$ cat src/rtl/mcs4_pkg.sv
// Shared MCS-4 machine-cycle definitions: state encodings and the per-state
// SYNC / bus-window decodes used by the cycle controller and the i4004 core.
package mcs4_pkg;

  typedef enum logic [2:0] {
    STATE_A1 = 3'd0,
    STATE_A2 = 3'd1,
    STATE_A3 = 3'd2,
    STATE_M1 = 3'd3,
    STATE_M2 = 3'd4,
    STATE_X1 = 3'd5,
    STATE_X2 = 3'd6,
    STATE_X3 = 3'd7
  } mcs4_state_t;

  // SYNC is low only during X3, matching the core's convention.
  function automatic logic sync_of(mcs4_state_t s);
    return s != STATE_X3;
  endfunction

  // The core owns the data bus during the three address states.
  function automatic logic bus_window(mcs4_state_t s);
    return s <= STATE_A3;
  endfunction

endpackage

$ cat src/rtl/mcs4_cycle_ctrl_if.sv
// Debug control and timing outputs of the MCS-4 cycle controller; the
// controller is the slave, the debug host / core side is the master.
interface mcs4_cycle_ctrl_if;

  logic        stop_req_i;
  logic        step_i;
  logic        PHI1_o;
  logic        PHI2_o;
  logic        SYNC_o;
  logic [2:0]  state_o;
  logic        bus_drive_o;
  logic        CPU_RESET_o;
  logic        stopped_o;
  logic [15:0] cycle_cnt_o;

  modport master (
    output stop_req_i, step_i,
    input  PHI1_o, PHI2_o, SYNC_o, state_o, bus_drive_o,
    input  CPU_RESET_o, stopped_o, cycle_cnt_o
  );

  modport slave (
    input  stop_req_i, step_i,
    output PHI1_o, PHI2_o, SYNC_o, state_o, bus_drive_o,
    output CPU_RESET_o, stopped_o, cycle_cnt_o
  );

endinterface

$ cat src/rtl/mcs4_phase_gen.sv
// Two-phase clock generator: a position counter over four phase slots of DIV
// clocks each, with PHI1 in slot 0 and PHI2 in slot 2 (slots 1/3 are gaps).
module mcs4_phase_gen #(
  parameter int DIV = 2
) (
  input  logic clk,
  input  logic rst,
  input  logic advance,
  output logic phi1,
  output logic phi2,
  output logic phi2_rise,
  output logic boundary
);

  localparam int SLOTS = 4 * DIV;
  localparam int PW    = $clog2(SLOTS);
  localparam logic [PW-1:0] POS_LAST = PW'(SLOTS - 1);

  logic [PW-1:0] pos;
  logic [PW-1:0] pos_next;

  always_comb begin
    pos_next  = (pos == POS_LAST) ? '0 : pos + PW'(1);
    phi2_rise = advance && (pos == PW'(2 * DIV - 1));
    boundary  = (pos == POS_LAST);
  end

  // Phases are decoded from the next position so they are registered yet
  // change on the same edge as pos.
  always_ff @(posedge clk) begin
    // NOTE: reset is synchronous here; rst is simply the highest-priority
    // branch of the clocked block, so it must not appear in the sensitivity list.
    if (rst) begin
      pos  <= POS_LAST;
      phi1 <= 1'b0;
      phi2 <= 1'b0;
    end else if (advance) begin
      // NOTE: non-blocking assignments keep every register sampling pre-edge
      // values, so the order of these lines does not matter.
      pos  <= pos_next;
      phi1 <= (pos_next < PW'(DIV));
      phi2 <= (pos_next >= PW'(2 * DIV)) && (pos_next < PW'(3 * DIV));
    end
  end

endmodule

$ cat src/rtl/mcs4_cycle_ctrl.sv
// MCS-4 clock and cycle sequencer: tracks the A1..X3 machine state in lockstep
// with the core, stretches core reset and freezes/steps at instruction boundaries.
module mcs4_cycle_ctrl #(
  parameter int DIV        = 2,
  parameter int RST_CYCLES = 8
) (
  input  logic               clk_i,
  input  logic               RESET_i,
  mcs4_cycle_ctrl_if.slave   bus
);

  import mcs4_pkg::*;

  localparam int RW = $clog2(RST_CYCLES + 1);

  mcs4_state_t   state;
  mcs4_state_t   state_next;
  logic          sync;
  logic          bus_drive;
  logic          cpu_reset;
  logic          stopped;
  logic [15:0]   cycle_cnt;
  logic [RW-1:0] rst_cnt;

  logic phi1;
  logic phi2;
  logic phi2_rise;
  logic boundary;
  logic at_boundary;
  logic hold;
  logic advance;
  logic a1_entry;

  mcs4_phase_gen #(.DIV(DIV)) u_phase (
    .clk       (clk_i),
    .rst       (RESET_i),
    .advance   (advance),
    .phi1      (phi1),
    .phi2      (phi2),
    .phi2_rise (phi2_rise),
    .boundary  (boundary)
  );

  // NOTE: every signal gets a value on every path through this block, so no
  // latch can be inferred.
  always_comb begin
    at_boundary = boundary && (state == STATE_X3);
    // A step edge (stopped, step, request still high) lets one cycle through.
    hold        = at_boundary && bus.stop_req_i && !cpu_reset &&
                  !(stopped && bus.step_i);
    advance     = !hold;
    a1_entry    = phi2_rise && (state == STATE_X3);
    state_next  = phi2_rise ? mcs4_state_t'(state + 3'd1) : state;
  end

  always_ff @(posedge clk_i) begin
    if (RESET_i) begin
      state     <= STATE_X3;
      sync      <= 1'b0;
      bus_drive <= 1'b0;
      cpu_reset <= 1'b1;
      stopped   <= 1'b0;
      cycle_cnt <= '0;
      rst_cnt   <= '0;
    end else begin
      state     <= state_next;
      sync      <= sync_of(state_next);
      bus_drive <= bus_window(state_next);
      if (a1_entry) begin
        cycle_cnt <= cycle_cnt + 16'd1;
        // Core reset drops on the entry into A1 that follows RST_CYCLES full cycles.
        if (cpu_reset) begin
          if (rst_cnt == RW'(RST_CYCLES)) cpu_reset <= 1'b0;
          else                            rst_cnt   <= rst_cnt + RW'(1);
        end
      end
      if (at_boundary) stopped <= hold;
    end
  end

  assign bus.PHI1_o      = phi1;
  assign bus.PHI2_o      = phi2;
  assign bus.SYNC_o      = sync;
  assign bus.state_o     = state;
  assign bus.bus_drive_o = bus_drive;
  assign bus.CPU_RESET_o = cpu_reset;
  assign bus.stopped_o   = stopped;
  assign bus.cycle_cnt_o = cycle_cnt;

endmodule

$ cat src/flat_wrapper.sv
// flat-port wrapper written by rule: the top's interface ports become plain ports
module mcs4_cycle_ctrl_flat import mcs4_pkg::*;
#(
  parameter int DIV        = 2,
  parameter int RST_CYCLES = 8
)
  (clk_i, RESET_i, bus_stop_req_i, bus_step_i, bus_PHI1_o, bus_PHI2_o, bus_SYNC_o, bus_state_o, bus_bus_drive_o, bus_CPU_RESET_o, bus_stopped_o, bus_cycle_cnt_o);
  mcs4_cycle_ctrl_if bus_i ();
  input  logic clk_i;
  input  logic RESET_i;
  input wire logic [$bits(bus_i.stop_req_i)-1:0] bus_stop_req_i;
  input wire logic [$bits(bus_i.step_i)-1:0] bus_step_i;
  output wire logic [$bits(bus_i.PHI1_o)-1:0] bus_PHI1_o;
  output wire logic [$bits(bus_i.PHI2_o)-1:0] bus_PHI2_o;
  output wire logic [$bits(bus_i.SYNC_o)-1:0] bus_SYNC_o;
  output wire logic [$bits(bus_i.state_o)-1:0] bus_state_o;
  output wire logic [$bits(bus_i.bus_drive_o)-1:0] bus_bus_drive_o;
  output wire logic [$bits(bus_i.CPU_RESET_o)-1:0] bus_CPU_RESET_o;
  output wire logic [$bits(bus_i.stopped_o)-1:0] bus_stopped_o;
  output wire logic [$bits(bus_i.cycle_cnt_o)-1:0] bus_cycle_cnt_o;
  assign bus_i.stop_req_i = bus_stop_req_i;
  assign bus_i.step_i = bus_step_i;
  assign bus_PHI1_o = bus_i.PHI1_o;
  assign bus_PHI2_o = bus_i.PHI2_o;
  assign bus_SYNC_o = bus_i.SYNC_o;
  assign bus_state_o = bus_i.state_o;
  assign bus_bus_drive_o = bus_i.bus_drive_o;
  assign bus_CPU_RESET_o = bus_i.CPU_RESET_o;
  assign bus_stopped_o = bus_i.stopped_o;
  assign bus_cycle_cnt_o = bus_i.cycle_cnt_o;
  mcs4_cycle_ctrl #(.DIV(DIV), .RST_CYCLES(RST_CYCLES)) u_core (.clk_i(clk_i), .RESET_i(RESET_i), .bus(bus_i));
endmodule
$ cat config.mk
export PLATFORM = sky130hd
export DESIGN_NAME = mcs4_cycle_ctrl_flat
export DESIGN_NICKNAME = d
export VERILOG_FILES = /design/src/rtl/mcs4_pkg.sv /design/src/rtl/mcs4_cycle_ctrl_if.sv /design/src/rtl/mcs4_phase_gen.sv /design/src/rtl/mcs4_cycle_ctrl.sv /design/src/flat_wrapper.sv
export SDC_FILE = /design/constraint.sdc
export NUM_CORES = 1
export LEC_CHECK = 0
export ABC_AREA = 1
export BUFFER_PORTS_ARGS = -buffer_cell sky130_fd_sc_hd__buf_2
export CORE_UTILIZATION = 40
export DETAILED_ROUTE_END_ITERATION = 16
export PLACE_DENSITY = 0.63
export SLEW_MARGIN = 20
export SYNTH_ARGS = -nofsm -noshare
export SYNTH_HDL_FRONTEND = slang
export SYNTH_SLANG_ARGS = --single-unit
$ cat constraint.sdc
create_clock -name clk_i -period 5.1 [get_ports clk_i]
set_clock_uncertainty 0.15 [all_clocks]
set_input_delay 0.255 -clock clk_i [delete_from_list [all_inputs] [get_ports clk_i]]
set_output_delay 0.255 -clock clk_i [all_outputs]
set_load 0.01 [all_outputs]
Yosys cells after proc, flatten, opt, wreduce, memory -nomap -nowiden
Cells that the tools add are included.
W data, S select, Z words.

word-level totals
  bits in registers = 32
  bits in writable memories = 0
  output and inout bits = 25
  memories kept = 0
  bits in latches = 0
  bits in read-only memories = 0

cells by class
  add/sub/neg operators = 4
  multiplexer cells = 4
  bitwise gates (word level) = 1
  reduce and logical (&&, ||, !) cells = 12
  divide/modulo/power cells = 0
  shifts and indexed selects = 0
  multiply operators = 0
  order comparisons = 4
  equality and inequality tests = 5

operators by type and width
  cell                     count
  $add A16 B1 Y16 const B  1
  $logic_and A1 B1 Y1      8
  $add A3 B1 Y3 const B    2
  $eq A3 B3 Y1 const B     2
  $mux W3                  2
  $add A4 B1 Y4 const B    1
  $eq A4 B4 Y1 const B     1
  $eq A3 B2 Y1 const B     1
  $ge A3 B3 Y1 const B     1
  $le A3 B2 Y1 const B     1
  $logic_not A1 Y1         3
  $lt A3 B2 Y1 const B     1
  $lt A3 B3 Y1 const B     1
  $ne A3 B3 Y1 const B     1
  $reduce_and A3 Y1        1
  $mux W1                  2
  $not A1 Y1               1

Depth between registers and ports, before layout
Gate-level depths: netlist (run 1).

  depth after elaboration = 9
  depth in mapped cells = 12

Hierarchy
From an unflattened synthesis (run 1), not the netlist that was laid out.

unflattened totals
  cell total of the unflattened synthesis = 212
  area, all modules = 1,584.0 um2

by module, submodules not included
  module           area each (um2)  cells each  instances
  mcs4_cycle_ctrl  1,313.8          180         1
  mcs4_phase_gen   270.3            32          1

Least setup slack after synthesis (run 1)
OpenSTA, ideal clock, no wires.

  kind = flip-flop to flip-flop
  start = register u_core.state[0] (netlist: u_core.bus.state_o[0])
  end = register u_core.cycle_cnt[0] (netlist: u_core.bus.cycle_cnt_o[0])
  period minus slack after synthesis = 1.782 ns
  arrival = 1.497 ns
  path slack = 3.318 ns
  buffers on the path = 1
  cell stages (with the launch flop) = 10
  data required time = 4.815 ns
  cell sequence = dfxtp_1 -> ha_1 -> ha_1 -> nand2_1 -> inv_2 -> nand3_4 -> nand3_4 -> buf_8 -> xor2_1 -> nor2_1

between the ends
  longest elaborated chain between the ends = 8

RTL lines
  item                               RTL line                                      text
  from (decl)                        mcs4_cycle_ctrl.sv:16                         mcs4_state_t state;
  from (signal assigned)             mcs4_cycle_ctrl.sv:66                         state <= state_next;
  $eq A3 B3 Y1 (*)                   mcs4_cycle_ctrl.sv:47, mcs4_cycle_ctrl.sv:52
  $logic_and A1 B1 Y1                mcs4_cycle_ctrl.sv:47                         at_boundary = boundary && (state == STATE_X3);
  $logic_and A1 B1 Y1 (3 in series)  mcs4_cycle_ctrl.sv:49                         hold = at_boundary && bus.stop_req_i && !cpu_reset &&
  $logic_not A1 Y1                   mcs4_cycle_ctrl.sv:51                         advance = !hold;
  $logic_and A1 B1 Y1                mcs4_phase_gen.sv:24                          phi2_rise = advance && (pos == PW'(2 * DIV - 1));
  $logic_and A1 B1 Y1 (*)            mcs4_cycle_ctrl.sv:52                         a1_entry = phi2_rise && (state == STATE_X3);
  to (signal assigned)               mcs4_cycle_ctrl.sv:70                         cycle_cnt <= cycle_cnt + 16'd1;
  to (decl)                          mcs4_cycle_ctrl.sv:22                         logic [15:0] cycle_cnt;

Mark *: on every way between the ends. The rest lies on a longest branch, timed or not.
A chain may end at the register's enable or synchronous reset.

Worst setup path in the final report (run 1)
  start = register u_core.state[0] (netlist: u_core.bus.state_o[0])
  end = register u_core.cycle_cnt[14] (netlist: u_core.bus.cycle_cnt_o[14])

Same word-level chain as after synthesis.

==> results by group, run 1 <==
Setup path
  • CP Cell Sequence: ha_1 > ha_1 > nand2_1 > inv_2 > nand3_4 > nand3_4 > nor2_2 > nand3_1 > nand2_1 > nor2_1
  • R2R cell count: 10
  • Crit path max fanout: 18
  • Delay of the slowest critical-path stage: 0.33 ns
  • Setup slack of the worst register-to-register path: 3.12 ns
  • FF-to-FF Start: u_core.bus.state_o[0]
  • Critical Path Slowest Stage Cell: sky130_fd_sc_hd__dfxtp_1
  • Endpoint of the most critical register-to-register path: u_core.bus.cycle_cnt_o[14]
  • Capturing element type of the critical path: register
  • Startpoint of the most critical setup path: u_core.bus.state_o[0]
  • Required time at the worst-slack endpoint: 5.13 ns
  • Endpoint of the most critical setup path: u_core.bus.cycle_cnt_o[14]
  • Crit start category: register
  • Critical path data arrival time: 2.00 ns
  • Family with the most delay on the worst path: simple AND/OR/NAND/NOR gates
  • Levels on crit path: 10
  • Number of buffer and inverter instances along the worst setup path: 1
  • WS Path Type: reg2reg

Clocking
  • # Post-CTS Setup Buffers: 0
  • Total CTS buffers: 5
  • TritonCTS clock tree: built
  • Total number of H-tree levels: 2
  • Max clock buf depth: 2
  • Clock tree sinks: 32
  • Number of instances resized during post-cts repair: 0
  • Register clock-pin slew on the reported worst setup and hold paths: approximately 0.070 ns
  • Worst-skew pair later-pin latency: approximately 0.29 ns
  • Clock root buffer master: sky130_fd_sc_hd__clkbuf_8
  • Cts hold-fix bufs: 0

STA
  • Number of setup violations in the final report: 0
  • RSZ-0062 raised after global routing: false
  • Transition time at the pin with the least slew margin: ~0.53 ns
  • Total negative slack for setup checks: 0 ns
  • Worst rel slew slack: 64.7%
  • Final Hold Viols: 0
  • Final Max Slew Viols: 0
  • Achievable Freq: 506 MHz
  • Final critical path time including I/O delays and setup: 1.98 ns
  • Final period util: 38.7%

Layout
  • Final-stage net count: between 200 and 300
  • Fraction of final layout cells sized beyond drive strength 1: 21.9%
  • Filler cell count: 377
  • Final std cell area, no fill: 0.00188 mm²
  • Synth-to-layout area growth: 16.6%
  • N_diodes: 0

Logic synthesis
  • Largest cells by area after synthesis: sky130_fd_sc_hd__dfxtp_1, sky130_fd_sc_hd__nand2_1, sky130_fd_sc_hd__nor2_1
  • Summed instance area of the synthesized netlist: 0.00161 mm²
  • Commonest register cell after synthesis: sky130_fd_sc_hd__dfxtp_1
  • Largest area contributor in the netlist: sky130_fd_sc_hd__dfxtp_1
  • Yosys warns: 0
  • Yosys cell types: 23
  • EDFF count, synth: 0
  • Post-Syn Instances: roughly 220
  • Share of flip-flops with an asynchronous set or reset: 0%
  • Most common cell in the synthesized netlist: sky130_fd_sc_hd__nand2_1
  • Share of Yosys cell area claimed by the top area cell type: 39.8%
  • Share of the yosys chip area belonging to registers: 39.8%
  • Register bit count reported by yosys: 32
  • Most numerous cell types in the synthesized netlist: sky130_fd_sc_hd__nand2_1, sky130_fd_sc_hd__dfxtp_1, sky130_fd_sc_hd__nor2_1, sky130_fd_sc_hd__inv_1, sky130_fd_sc_hd__nand3_1
  • Net count of the mapped netlist: 230
  • Avg Synthesized Cell Area: ~7.4 µm²

Power and ir drop
  • Overall power: roughly 0.6 mW
  • Switching share of total power: 29.3%
  • Worst voltage drop across the vdd grid: 0.227 mV
  • Power density over cell area: 319 mW/mm²
  • Reported net switching power: 0.175 mW
  • Power share of the sequential group: a little under half
  • Static leakage: 0.829 nW
  • Cell-internal power: 0.424 mW
  • Relative contribution of combinational cells to total power: around a fifth
  • Clock power frac: between 30 and 40%

GRT
  • Global-route wire length before repair: 5.71 mm
  • Number of global-route vias before repair: approximately 1400
  • Largest net degree at the start of global routing: 19
  • Initial antenna violation count: 0
  • Remaining global-route overflow: 0
  • Total Routing Usage GR: 17.5%

Route
  • Via-to-Cell Ratio: 4.86
  • Detailed router's first-iteration violation count: 56
  • Total DRC errors in the routed layout: 0
  • Antenna-violating nets left: 0
  • Total Wirelength: 3.13 mm
  • WL per Instance: 10.5 µm
  • First-pass iteration count of the detailed router: 4
  • Via total after detailed routing: roughly 1500

Floorplan
  • Initial core utilization: 42.7%
  • Width of the die: around 65 µm
  • Die Footprint: ~0.0043 mm²
  • Die span in y: 65.5 µm
  • Core area: 0.00377 mm²
  • I/O pins: 29
  • Count of standard-cell rows: 22

Place
  • Gp weighted congestion: 0.753
  • Total of buffers placed on input and output ports: 28
  • HPWL reported at the end of detailed placement: 2.20 mm
  • Placed cell areas: between 0.0015 and 0.002 mm²

Min path
  • Class of the tightest hold or removal check: in2reg

Outcome
  • Run status: complete, no violations

Run
  • Max Cap Viol: 0
-- cells by family (layout without fill, tap and decap cells) --
logic type      Yosys count  after routing  share of synthesized area (%)
simple gates            124            124                           34.6
flops                    32             32                           39.8
fa+ha+maj                 8              8                           6.21
buf+inv                  23             56                           6.06
compound gates           25             25                           10.1
xor+xnor                  6              6                           3.26
-- layout make-up --
class / count / area (µm²) / share of cell area (%)
Sequential cell: 32 / 641 / 34.1
Inverter: 20 / 75.1 / 3.99
Multi-Input combinational cell: 163 / 873 / 46.5
Tap cell: 48 / 60.1 / 3.20
Timing Repair Buffer: 28 / 140 / 7.46
Clock buffer: 8 / 90.1 / 4.79
-- stage by stage --
stage | cells | hold WS, ns | setup slack, ns | util [%]
2_1_floorplan | 218 | 0.167 | 3.32 | -
3_3_place_gp | 291 | 0.304 | 3.19 | 47.4
3_5_place_dp | 291 | 0.305 | 3.12 | 47.4
4_1_cts | 299 | 0.187 | 3.11 | 49.8
5_1_grt | 299 | 0.190 | 2.93 | 49.8
6_report | 299 | 0.185 | 3.12 | 49.8
-- registers in the layout, indices dropped and copies added, names as in the netlist --
signal and cells:
u_core.bus.bus_drive_o 1, u_core.rst_cnt 4, u_core.u_phase.phi2 1, u_core.bus.stopped_o 1
u_core.bus.CPU_RESET_o 1, u_core.bus.SYNC_o 1, u_core.u_phase.pos 3, u_core.u_phase.phi1 1
u_core.bus.cycle_cnt_o 16, u_core.bus.state_o 3
-- layer usage --
layer | track usage [%] | part of all wire, % | vias up
met1 | 20.8 | 49 | 651
met4 | 6.52 | 1.6 | 0
met3 | 6.25 | 5.0 | 6
met2 | 28.7 | 44 | 29
li1 | - | - | 766
met5 | 0 | 0 | -
-- power by group through the flow --
| stage | combinational (mW) | clock, mW | sequential, mW |
|---|---|---|---|
| finish | 0.115 | 0.201 | 0.283 |
| global route | 0.135 | 0.219 | 0.286 |
| CTS | 0.118 | 0.206 | 0.283 |
| detailed placement | 0.117 | 0 | 0.289 |
| global placement | 0.115 | 0 | 0.289 |
| floorplan | 0.0829 | 0 | 0.294 |
-- worst reg2reg max path: cells and delay by family, from the launching register on --
| family | cells | cell delay (ns) |
|---|---|---|
| flops | 1 | 0.33 |
| buf+inv | 1 | 0.05 |
| simple gates | 7 | 0.90 |
| fa+ha+maj | 2 | 0.43 |
-- worst min-delay path by stage --
stage | startpoint | to | cells after the start
global placement | u_core.u_phase.phi2 | u_core.u_phase.phi2 | 2
finish | RESET_i | u_core.bus.cycle_cnt_o[9] | 2
detailed placement | u_core.u_phase.phi2 | u_core.u_phase.phi2 | 2
CTS | RESET_i | u_core.bus.cycle_cnt_o[9] | 2
global route | RESET_i | u_core.bus.cycle_cnt_o[3] | 2
floorplan | RESET_i | u_core.bus.cycle_cnt_o[1] | 1
-- layout by cell type, fill, tap and decap left out, drive strengths merged --
master and n:
nand2 65, nor2 35, dfxtp 32, buf 28
inv 20, nand3 19, a21oi 15, ha 8
clkbuf 8, o21ai 7, xor2 6, o211ai 3
nand4 3, or2 1, nor3 1
No activity file was read; power rests on OpenSTA's default activity.
==> run 2, diff against run 1 <==
--- a/config.mk
+++ b/config.mk
@@ -5,11 +5,11 @@
 export SDC_FILE = /design/constraint.sdc
 export NUM_CORES = 1
 export LEC_CHECK = 0
-export ABC_AREA = 1
+export ABC_AREA = 0
 export BUFFER_PORTS_ARGS = -buffer_cell sky130_fd_sc_hd__buf_2
 export CORE_UTILIZATION = 40
 export DETAILED_ROUTE_END_ITERATION = 16
-export PLACE_DENSITY = 0.63
+export PLACE_DENSITY = 0.66
 export SLEW_MARGIN = 20
 export SYNTH_ARGS = -nofsm -noshare
 export SYNTH_HDL_FRONTEND = slang
==> constraint.sdc (replaced) <==
create_clock -name clk_i -period 1.7 [get_ports clk_i]
set_clock_uncertainty 0.15 [all_clocks]
set_input_delay 0.085 -clock clk_i [delete_from_list [all_inputs] [get_ports clk_i]]
set_output_delay 0.085 -clock clk_i [all_outputs]
set_load 0.01 [all_outputs]
==> run 2 against run 1 <==
  * The flow now finishes with violations (setup timing)
  * Synthesized area down 7.3%
  * Clock power rose to 2.7 times the previous value
  * Power rose to 3.5 times the previous value
  * Combinational power rose to 6.0 times the previous value
  * Design area up 27%
  * Critical path type unchanged
  * Largest cell class unchanged
  * Highest routed layer unchanged
==> results by group, run 2 <==
Outcome
  • Run status: finished, violations left
  • Violations in the final reports: setup timing

Clocking
  • TritonCTS clock tree: built
  • Total number of H-tree levels: 2 (unchanged)
  • Cts hold-fix bufs: 0 (unchanged)
  • Total CTS buffers: 5 (unchanged)
  • Max clock buf depth: 2 (unchanged)
  • Worst-skew pair later-pin latency: 0.28 ns (about the same)
  • Clock tree sinks: 32 (unchanged)
  • Clock root buffer master: sky130_fd_sc_hd__clkbuf_8
  • Register clock-pin slew on the reported worst setup and hold paths: 0.07 ns (about the same)

Power and ir drop
  • Power density over cell area: 884 mW/mm² (+180%)
  • Static leakage: 0.942 nW (+14%)
  • Overall power: 2.11 mW (+250%)
  • Power share of the sequential group: 41.3% (-5.9 points)
  • Cell-internal power: 1.48 mW (+250%)
  • Reported net switching power: 0.629 mW (+260%)
  • Switching share of total power: 29.8% (+0.58 points)
  • Clock power frac: 25.7% (-7.9 points)
  • Relative contribution of combinational cells to total power: 33.0% (+14 points)
  • Worst voltage drop across the vdd grid: 0.604 mV (+170%)

Setup path
  • Crit path max fanout: 5 (-13)
  • CP Cell Sequence: ha_4 > ha_4 > buf_6 > nand4_1 > buf_4 > a2111o_1 > o31ai_1 > a21oi_1
  • Crit start category: register
  • Critical Path Slowest Stage Cell: sky130_fd_sc_hd__a2111o_1
  • FF-to-FF Start: u_core.bus.state_o[1]
  • Delay of the slowest critical-path stage: 0.43 ns (+0.10 ns)
  • Family with the most delay on the worst path: compound AO/OA/AOI/OAI gates
  • Cell repeated most along the worst path: sky130_fd_sc_hd__ha_4
  • Number of buffer and inverter instances along the worst setup path: 2 (+1)
  • Capturing element type of the critical path: register
  • Endpoint of the most critical register-to-register path: u_core.bus.cycle_cnt_o[15]
  • Critical path data arrival time: 2.13 ns (+0.13 ns)
  • WS Path Type: reg2reg
  • R2R cell count: 8 (-2)
  • Required time at the worst-slack endpoint: 1.69 ns (-3.44 ns)
  • Setup slack of the worst register-to-register path: -0.43 ns (-3.56 ns)

Layout
  • Fraction of final layout cells sized beyond drive strength 1: 46.2% (+24 points)
  • Number of flip-flops in the largest register: 16 (unchanged)
  • Final std cell area, no fill: 0.00238 mm² (+27%)
  • Final-stage net count: 261 (-0.38%)
  • Synth-to-layout area growth: 59.6%
  • N_diodes: 0 (unchanged)
  • Most common library cell in the layout ignoring fill and taps: sky130_fd_sc_hd__buf_4
  • Filler cell count: 264 (-30%)
  • Area occupied by multi-input gates: 0.00106 mm² (+21%)
  • Highest-count cells in the layout ignoring fill and taps: sky130_fd_sc_hd__buf_4, sky130_fd_sc_hd__buf_2, sky130_fd_sc_hd__dfxtp_1
  • Area used by sequential logic in the layout: 648 µm² (+1.2%)
  • Finished Core Util: 68.8% (+19 points)

Route
  • First-pass iteration count of the detailed router: 4 (unchanged)
  • Detailed router's first-iteration violation count: 80 (+43%)
  • Via total after detailed routing: 1554 (+7.0%)
  • Antenna-violating nets left: 0 (unchanged)
  • WL per Instance: 15.0 µm (+44%)
  • Total DRC errors in the routed layout: 0 (unchanged)
  • Total Wirelength: 4.44 mm (+42%)
  • Via-to-Cell Ratio: 5.27 (+8.5%)

Logic synthesis
  • Register bit count reported by yosys: 32 (unchanged)
  • Most numerous cell types in the synthesized netlist: sky130_fd_sc_hd__dfxtp_1, sky130_fd_sc_hd__a21oi_1, sky130_fd_sc_hd__nand2_1, sky130_fd_sc_hd__nor2_1, sky130_fd_sc_hd__o21ai_0
  • Share of the yosys chip area belonging to registers: 42.9% (+3.1 points)
  • Post-Syn Instances: 173 (-21%)
  • Share of Yosys cell area claimed by the top area cell type: 42.9% (+3.1 points)
  • Net count of the mapped netlist: 185 (-20%)
  • Summed instance area of the synthesized netlist: 0.00149 mm² (-7.3%)
  • Avg Synthesized Cell Area: 8.64 µm² (+17%)
  • EDFF count, synth: 0 (unchanged)
  • Most common cell in the synthesized netlist: sky130_fd_sc_hd__dfxtp_1
  • Largest cells by area after synthesis: sky130_fd_sc_hd__dfxtp_1, sky130_fd_sc_hd__a21oi_1, sky130_fd_sc_hd__ha_1
  • Commonest register cell after synthesis: sky130_fd_sc_hd__dfxtp_1
  • Share of flip-flops with an asynchronous set or reset: 0% (unchanged)
  • Yosys cell types: 33 (+43%)
  • Largest area contributor in the netlist: sky130_fd_sc_hd__dfxtp_1
  • Yosys warns: 0 (unchanged)

Run
  • Max Cap Viol: 0 (unchanged)

Min path
  • Hold Path Origin: RESET_i
  • Min-Delay Endpoint: u_core.bus.cycle_cnt_o[4]
  • Class of the tightest hold or removal check: in2reg
  • Number of cells on the worst hold path: 2 (unchanged)

GRT
  • Total Routing Usage GR: 22.0% (+4.5 points)
  • Initial antenna violation count: 0 (unchanged)
  • Number of global-route vias before repair: 1462 (+6.6%)
  • Remaining global-route overflow: 0 (unchanged)
  • Global-route wire length before repair: 6.86 mm (+20%)
  • Largest net degree at the start of global routing: 33 (+14)

Floorplan
  • Width of the die: 63.1 µm (-3.6%)
  • Core area: 0.00347 mm² (-8.0%)
  • Die span in y: 63.1 µm (-3.6%)
  • Die Footprint: 0.00398 mm² (-7.1%)
  • I/O pins: 29 (unchanged)
  • Count of standard-cell rows: 21 (-4.5%)
  • Initial core utilization: 43.1% (+0.34 points)

STA
  • Transition time at the pin with the least slew margin: 0.587 ns (+0.0576 ns)
  • Final Max Slew Viols: 0 (unchanged)
  • RSZ-0062 raised after global routing: true
  • Final period util: 125% (+87 points)
  • Worst rel slew slack: 60.9% (-3.8 points)
  • Achievable Freq: 469 MHz (-7.3%)
  • Final Hold Viols: 0 (unchanged)
  • Final critical path time including I/O delays and setup: 2.13 ns (+0.155 ns)
  • Total negative slack for setup checks: -8.32 ns (-8.32 ns)
  • Number of setup violations in the final report: 31 (+31)
  • Final Worst Setup Slack: -0.431 ns (-3.56 ns)

Place
  • HPWL reported at the end of detailed placement: 2.49 mm (+13%)
  • Placed cell areas: 0.00190 mm² (+6.4%)
  • Post-Place Worst Slack: -0.518 ns (-3.64 ns)
  • Total of buffers placed on input and output ports: 28 (unchanged)
  • Gp weighted congestion: 0.768 (+1.9%)
## run 2: worst register-to-register path: stages, from the launching register on
cell                       delay, ns
sky130_fd_sc_hd__dfxtp_2        0.35
sky130_fd_sc_hd__ha_4           0.14
sky130_fd_sc_hd__ha_4           0.14
sky130_fd_sc_hd__buf_6          0.10
sky130_fd_sc_hd__nand4_1        0.16
sky130_fd_sc_hd__buf_4          0.20
sky130_fd_sc_hd__a2111o_1       0.43
sky130_fd_sc_hd__o31ai_1        0.23
sky130_fd_sc_hd__a21oi_1        0.10
## run 2: layout make-up
class | count | share of cell area [%]
Clock inverter | 1 | 0.210
Tap cell | 46 | 2.41
Timing Repair Buffer | 71 | 21.6
Inverter | 7 | 1.10
Clock buffer | 6 | 3.04
Sequential cell | 32 | 27.2
Multi-Input combinational cell | 132 | 44.4
## run 2: metal layers
| layer | share of wire, % | track usage [%] | vias to the layer above | routed length, µm |
|---|---|---|---|---|
| met1 | 45 | 27.9 | 732 | 2000 |
| met3 | 3.7 | 4.35 | 12 | 163 |
| li1 | - | - | 772 | - |
| met5 | 0 | 0 | - | 0 |
| met2 | 48 | 35.5 | 38 | 2130 |
| met4 | 3.2 | 10.8 | 0 | 144 |
## run 2: power by group through the flow
stage	clock, mW	sequential (mW)	combinational (mW)
finish	0.542	0.870	0.695
global route	0.580	0.877	0.760
CTS	0.546	0.866	0.545
detailed placement	0	0.872	0.464
global placement	0	0.868	0.454
floorplan	0	0.895	0.247
## run 2: through the flow
step                      cells  hold WS (ns)
after floorplan             173        0.0357
after global placement      270         0.291
after detailed placement    270         0.309
after CTS                   285         0.131
after global routing        295         0.170
final                       295         0.142
## run 2: logic make-up (layout without fill, tap and decap cells)
group / Yosys count / count (layout) / share of synthesized area (%)
buf+inv: 11 / 85 / 3.27
simple gates: 68 / 68 / 23.9
compound gates: 44 / 46 / 17.3
flops: 32 / 32 / 42.9
fa+ha+maj: 8 / 8 / 6.70
mux: 1 / 1 / 0.670
xor+xnor: 9 / 9 / 5.28
## run 2: worst max path at each step
stage / to / depth (start not counted) / start
after floorplan: u_core.bus.cycle_cnt_o[15] / 7 / u_core.bus.state_o[0]
after global placement: u_core.bus.cycle_cnt_o[15] / 6 / u_core.u_phase.pos[0]
after detailed placement: u_core.bus.cycle_cnt_o[15] / 6 / u_core.u_phase.pos[0]
after CTS: u_core.bus.cycle_cnt_o[15] / 7 / u_core.bus.state_o[1]
after global routing: u_core.bus.cycle_cnt_o[15] / 8 / u_core.bus.state_o[1]
final: u_core.bus.cycle_cnt_o[15] / 8 / u_core.bus.state_o[1]
## run 2: repair_timing
| action | CTS | global route |
|---|---|---|
| buffers inserted | 7 | 10 |
| cloned | 2 | 0 |
| pin swaps | 25 | 22 |
| gates resized for setup | 25 | 38 |
| endpoints found under the setup margin | 30 | 31 |
==> run 3, diff against run 2 <==
==> constraint.sdc (replaced) <==
create_clock -name clk_i -period 1.8 [get_ports clk_i]
set_clock_uncertainty 0.15 [all_clocks]
set_input_delay 0.09 -clock clk_i [delete_from_list [all_inputs] [get_ports clk_i]]
set_output_delay 0.09 -clock clk_i [all_outputs]
set_load 0.01 [all_outputs]
==> run 3 against run 2 <==
  * The flow still finishes with violations (setup timing)
  * Sequential cell count unchanged
  * Global-route usage shrank 0.63 points
  * Critical path depth shrank 2
  * Sequential power fell by 5.7%
  * Worst setup slack better by 0.099 ns
  * Power decreased by 9.6%
  * Clock power rose by 4.8%
  * Maximum frequency hardly changed
  * Combinational power shrank 26%
  * Die area unchanged
  * Final cell count shrank 5.4%
  * Via count decreased by 5.3%
  * Largest power group unchanged
==> results by group, run 3 (synthesis gave the netlist of run 2 again) <==
Route
  • WL per Instance: 15.1 µm (+0.40%)
  • Via-to-Cell Ratio: 5.28 (+0.16%)
  • Via total after detailed routing: 1472 (-5.3%)
  • Detailed router's first-iteration violation count: 47 (-41%)
  • Total Wirelength: 4.21 mm (-5.0%)
  • Total DRC errors in the routed layout: 0 (unchanged)
  • First-pass iteration count of the detailed router: 4 (unchanged)
  • Antenna-violating nets left: 0 (unchanged)

Layout
  • Filler cell count: 321 (+22%)
  • Area occupied by multi-input gates: 981 µm² (-7.4%)
  • Fraction of final layout cells sized beyond drive strength 1: 36.9% (-9.3 points)
  • Synth-to-layout area growth: 44.7%
  • N_diodes: 0 (unchanged)
  • Most common library cell in the layout ignoring fill and taps: sky130_fd_sc_hd__buf_2
  • Highest-count cells in the layout ignoring fill and taps: sky130_fd_sc_hd__buf_2, sky130_fd_sc_hd__dfxtp_1, sky130_fd_sc_hd__buf_4
  • Area used by sequential logic in the layout: 649 µm² (+0.19%)
  • Final-stage net count: 244 (-6.5%)
  • Final std cell area, no fill: 0.00216 mm² (-9.3%)
  • Finished Core Util: 62.3% (-6.4 points)
  • Number of flip-flops in the largest register: 16 (unchanged)

Power and ir drop
  • Worst voltage drop across the vdd grid: 0.535 mV (-11%)
  • Cell-internal power: 1.36 mW (-8.3%)
  • Relative contribution of combinational cells to total power: 27.1% (-5.9 points)
  • Reported net switching power: 0.548 mW (-13%)
  • Power density over cell area: 880 mW/mm² (-0.34%)
  • Switching share of total power: 28.8% (-1.1 points)
  • Clock power frac: 29.9% (+4.2 points)
  • Power share of the sequential group: 43.1% (+1.8 points)
  • Static leakage: 0.844 nW (-10%)

Clocking
  • Total CTS buffers: 5 (unchanged)
  • Register clock-pin slew on the reported worst setup and hold paths: 0.07 ns (about the same)
  • Clock tree sinks: 32 (unchanged)
  • Worst-skew pair later-pin latency: 0.28 ns (about the same)
  • Clock root buffer master: sky130_fd_sc_hd__clkbuf_8
  • Total number of H-tree levels: 2 (unchanged)
  • TritonCTS clock tree: built
  • Cts hold-fix bufs: 0 (unchanged)
  • Max clock buf depth: 2 (unchanged)

Setup path
  • Capturing element type of the critical path: register
  • Endpoint of the most critical register-to-register path: u_core.bus.cycle_cnt_o[15]
  • Crit start category: register
  • Critical path data arrival time: 2.20 ns (+0.07 ns)
  • R2R cell count: 6 (-2)
  • WS Path Type: reg2reg
  • Required time at the worst-slack endpoint: 1.86 ns (+0.17 ns)
  • Crit path max fanout: 5 (unchanged)
  • FF-to-FF Start: u_core.bus.state_o[0]
  • Setup slack of the worst register-to-register path: -0.33 ns (+0.10 ns)

Place
  • Gp weighted congestion: 0.788 (+2.7%)
  • Total of buffers placed on input and output ports: 28 (unchanged)
  • Placed cell areas: 0.00185 mm² (-2.8%)
  • Post-Place Worst Slack: -0.405 ns (+0.113 ns)
  • HPWL reported at the end of detailed placement: 2.53 mm (+1.6%)

Min path
  • Min-Delay Endpoint: u_core.bus.cycle_cnt_o[2]
  • Hold Path Origin: RESET_i
  • Class of the tightest hold or removal check: in2reg
  • Number of cells on the worst hold path: 2 (unchanged)

Floorplan
  • Width of the die: 63.1 µm (unchanged)
  • Die Footprint: 0.00398 mm² (unchanged)
  • Count of standard-cell rows: 21 (unchanged)
  • I/O pins: 29 (unchanged)
  • Die span in y: 63.1 µm (unchanged)
  • Initial core utilization: 43.1% (unchanged)
  • Core area: 0.00347 mm² (unchanged)

Outcome
  • Violations in the final reports: setup timing
  • Run status: finished, violations left

GRT
  • Number of global-route vias before repair: 1459 (-0.21%)
  • Largest net degree at the start of global routing: 33 (unchanged)
  • Remaining global-route overflow: 0 (unchanged)
  • Initial antenna violation count: 0 (unchanged)
  • Global-route wire length before repair: 6.69 mm (-2.5%)
  • Total Routing Usage GR: 21.4% (-0.63 points)

STA
  • Worst hold slack: 0.153 ns (+0.0105 ns)
  • Final Max Slew Viols: 0 (unchanged)
  • Final period util: 118% (-6.9 points)
  • Achievable Freq: 469 MHz (about the same)
  • RSZ-0062 raised after global routing: true
  • Final critical path time including I/O delays and setup: 2.13 ns (+0.000572 ns)
  • Worst rel slew slack: 59.3% (-1.6 points)
  • Final Hold Viols: 0 (unchanged)
  • Number of setup violations in the final report: 15 (-52%)
  • Final Worst Setup Slack: -0.332 ns (+0.0994 ns)
  • Transition time at the pin with the least slew margin: 0.611 ns (+0.0241 ns)

Run
  • Max Cap Viol: 0 (unchanged)
## run 3: stage by stage
step	power, mW	TNS [ns]	cells
after floorplan	1.08	-2.77	173
after global placement	1.24	-2.79	263
after detailed placement	1.26	-3.50	263
after CTS	1.85	-2.96	278
after global routing	2.00	-4.22	279
final	1.90	-3.33	279
## run 3: what timing repair did
| action | CTS | global route |
|---|---|---|
| pin swaps | 13 | 16 |
| buffers inserted | 5 | 2 |
| gates cloned | 2 | 0 |
| gates resized for setup | 19 | 16 |
| endpoints found under the hold margin | 0 | 0 |
| endpoints found under the setup margin | 16 | 25 |
## run 3: how the worst max path moves through the flow
stage                                     start                    endpoint  slack (ns)  cells after the start
after floorplan           u_core.bus.state_o[0]  u_core.bus.cycle_cnt_o[15]       -0.43                      7
after global placement    u_core.u_phase.pos[0]  u_core.bus.cycle_cnt_o[15]       -0.33                      6
after detailed placement  u_core.u_phase.pos[0]  u_core.bus.cycle_cnt_o[15]       -0.40                      6
after CTS                 u_core.bus.state_o[0]  u_core.bus.cycle_cnt_o[15]       -0.35                      7
after global routing      u_core.bus.state_o[0]  u_core.bus.cycle_cnt_o[15]       -0.40                      7
final                     u_core.bus.state_o[0]  u_core.bus.cycle_cnt_o[15]       -0.33                      6
## run 3: metal layers
layer / share of wire (%) / global-route usage (%)
met4: 0.85 / 8.43
met5: 0 / 0
met2: 51 / 36.2
met1: 45 / 25.6
met3: 2.7 / 5.62
## run 3: power groups by stage
stage               Sequential [mW]  Clock (mW)  Combinational [mW]
floorplan                     0.845           0               0.233
global placement              0.820           0               0.420
detailed placement            0.824           0               0.432
CTS                           0.817       0.569               0.464
global route                  0.826       0.605               0.570
finish                        0.820       0.568               0.515
## run 3: critical path: stages, from the launching register on
cell	delay [ns]
sky130_fd_sc_hd__dfxtp_4	0.35
sky130_fd_sc_hd__ha_4	0.16
sky130_fd_sc_hd__ha_4	0.16
sky130_fd_sc_hd__and4b_1	0.23
sky130_fd_sc_hd__a2111o_1	0.44
sky130_fd_sc_hd__or4_1	0.43
sky130_fd_sc_hd__a21oi_1	0.15
## run 3: area by class of cell
| type | instances | area share [%] |
|---|---|---|
| Tap cell | 46 | 2.66 |
| Clock buffer | 8 | 4.17 |
| Sequential cell | 32 | 30.0 |
| Inverter | 7 | 1.22 |
| Timing Repair Buffer | 54 | 16.6 |
| Multi-Input combinational cell | 132 | 45.4 |
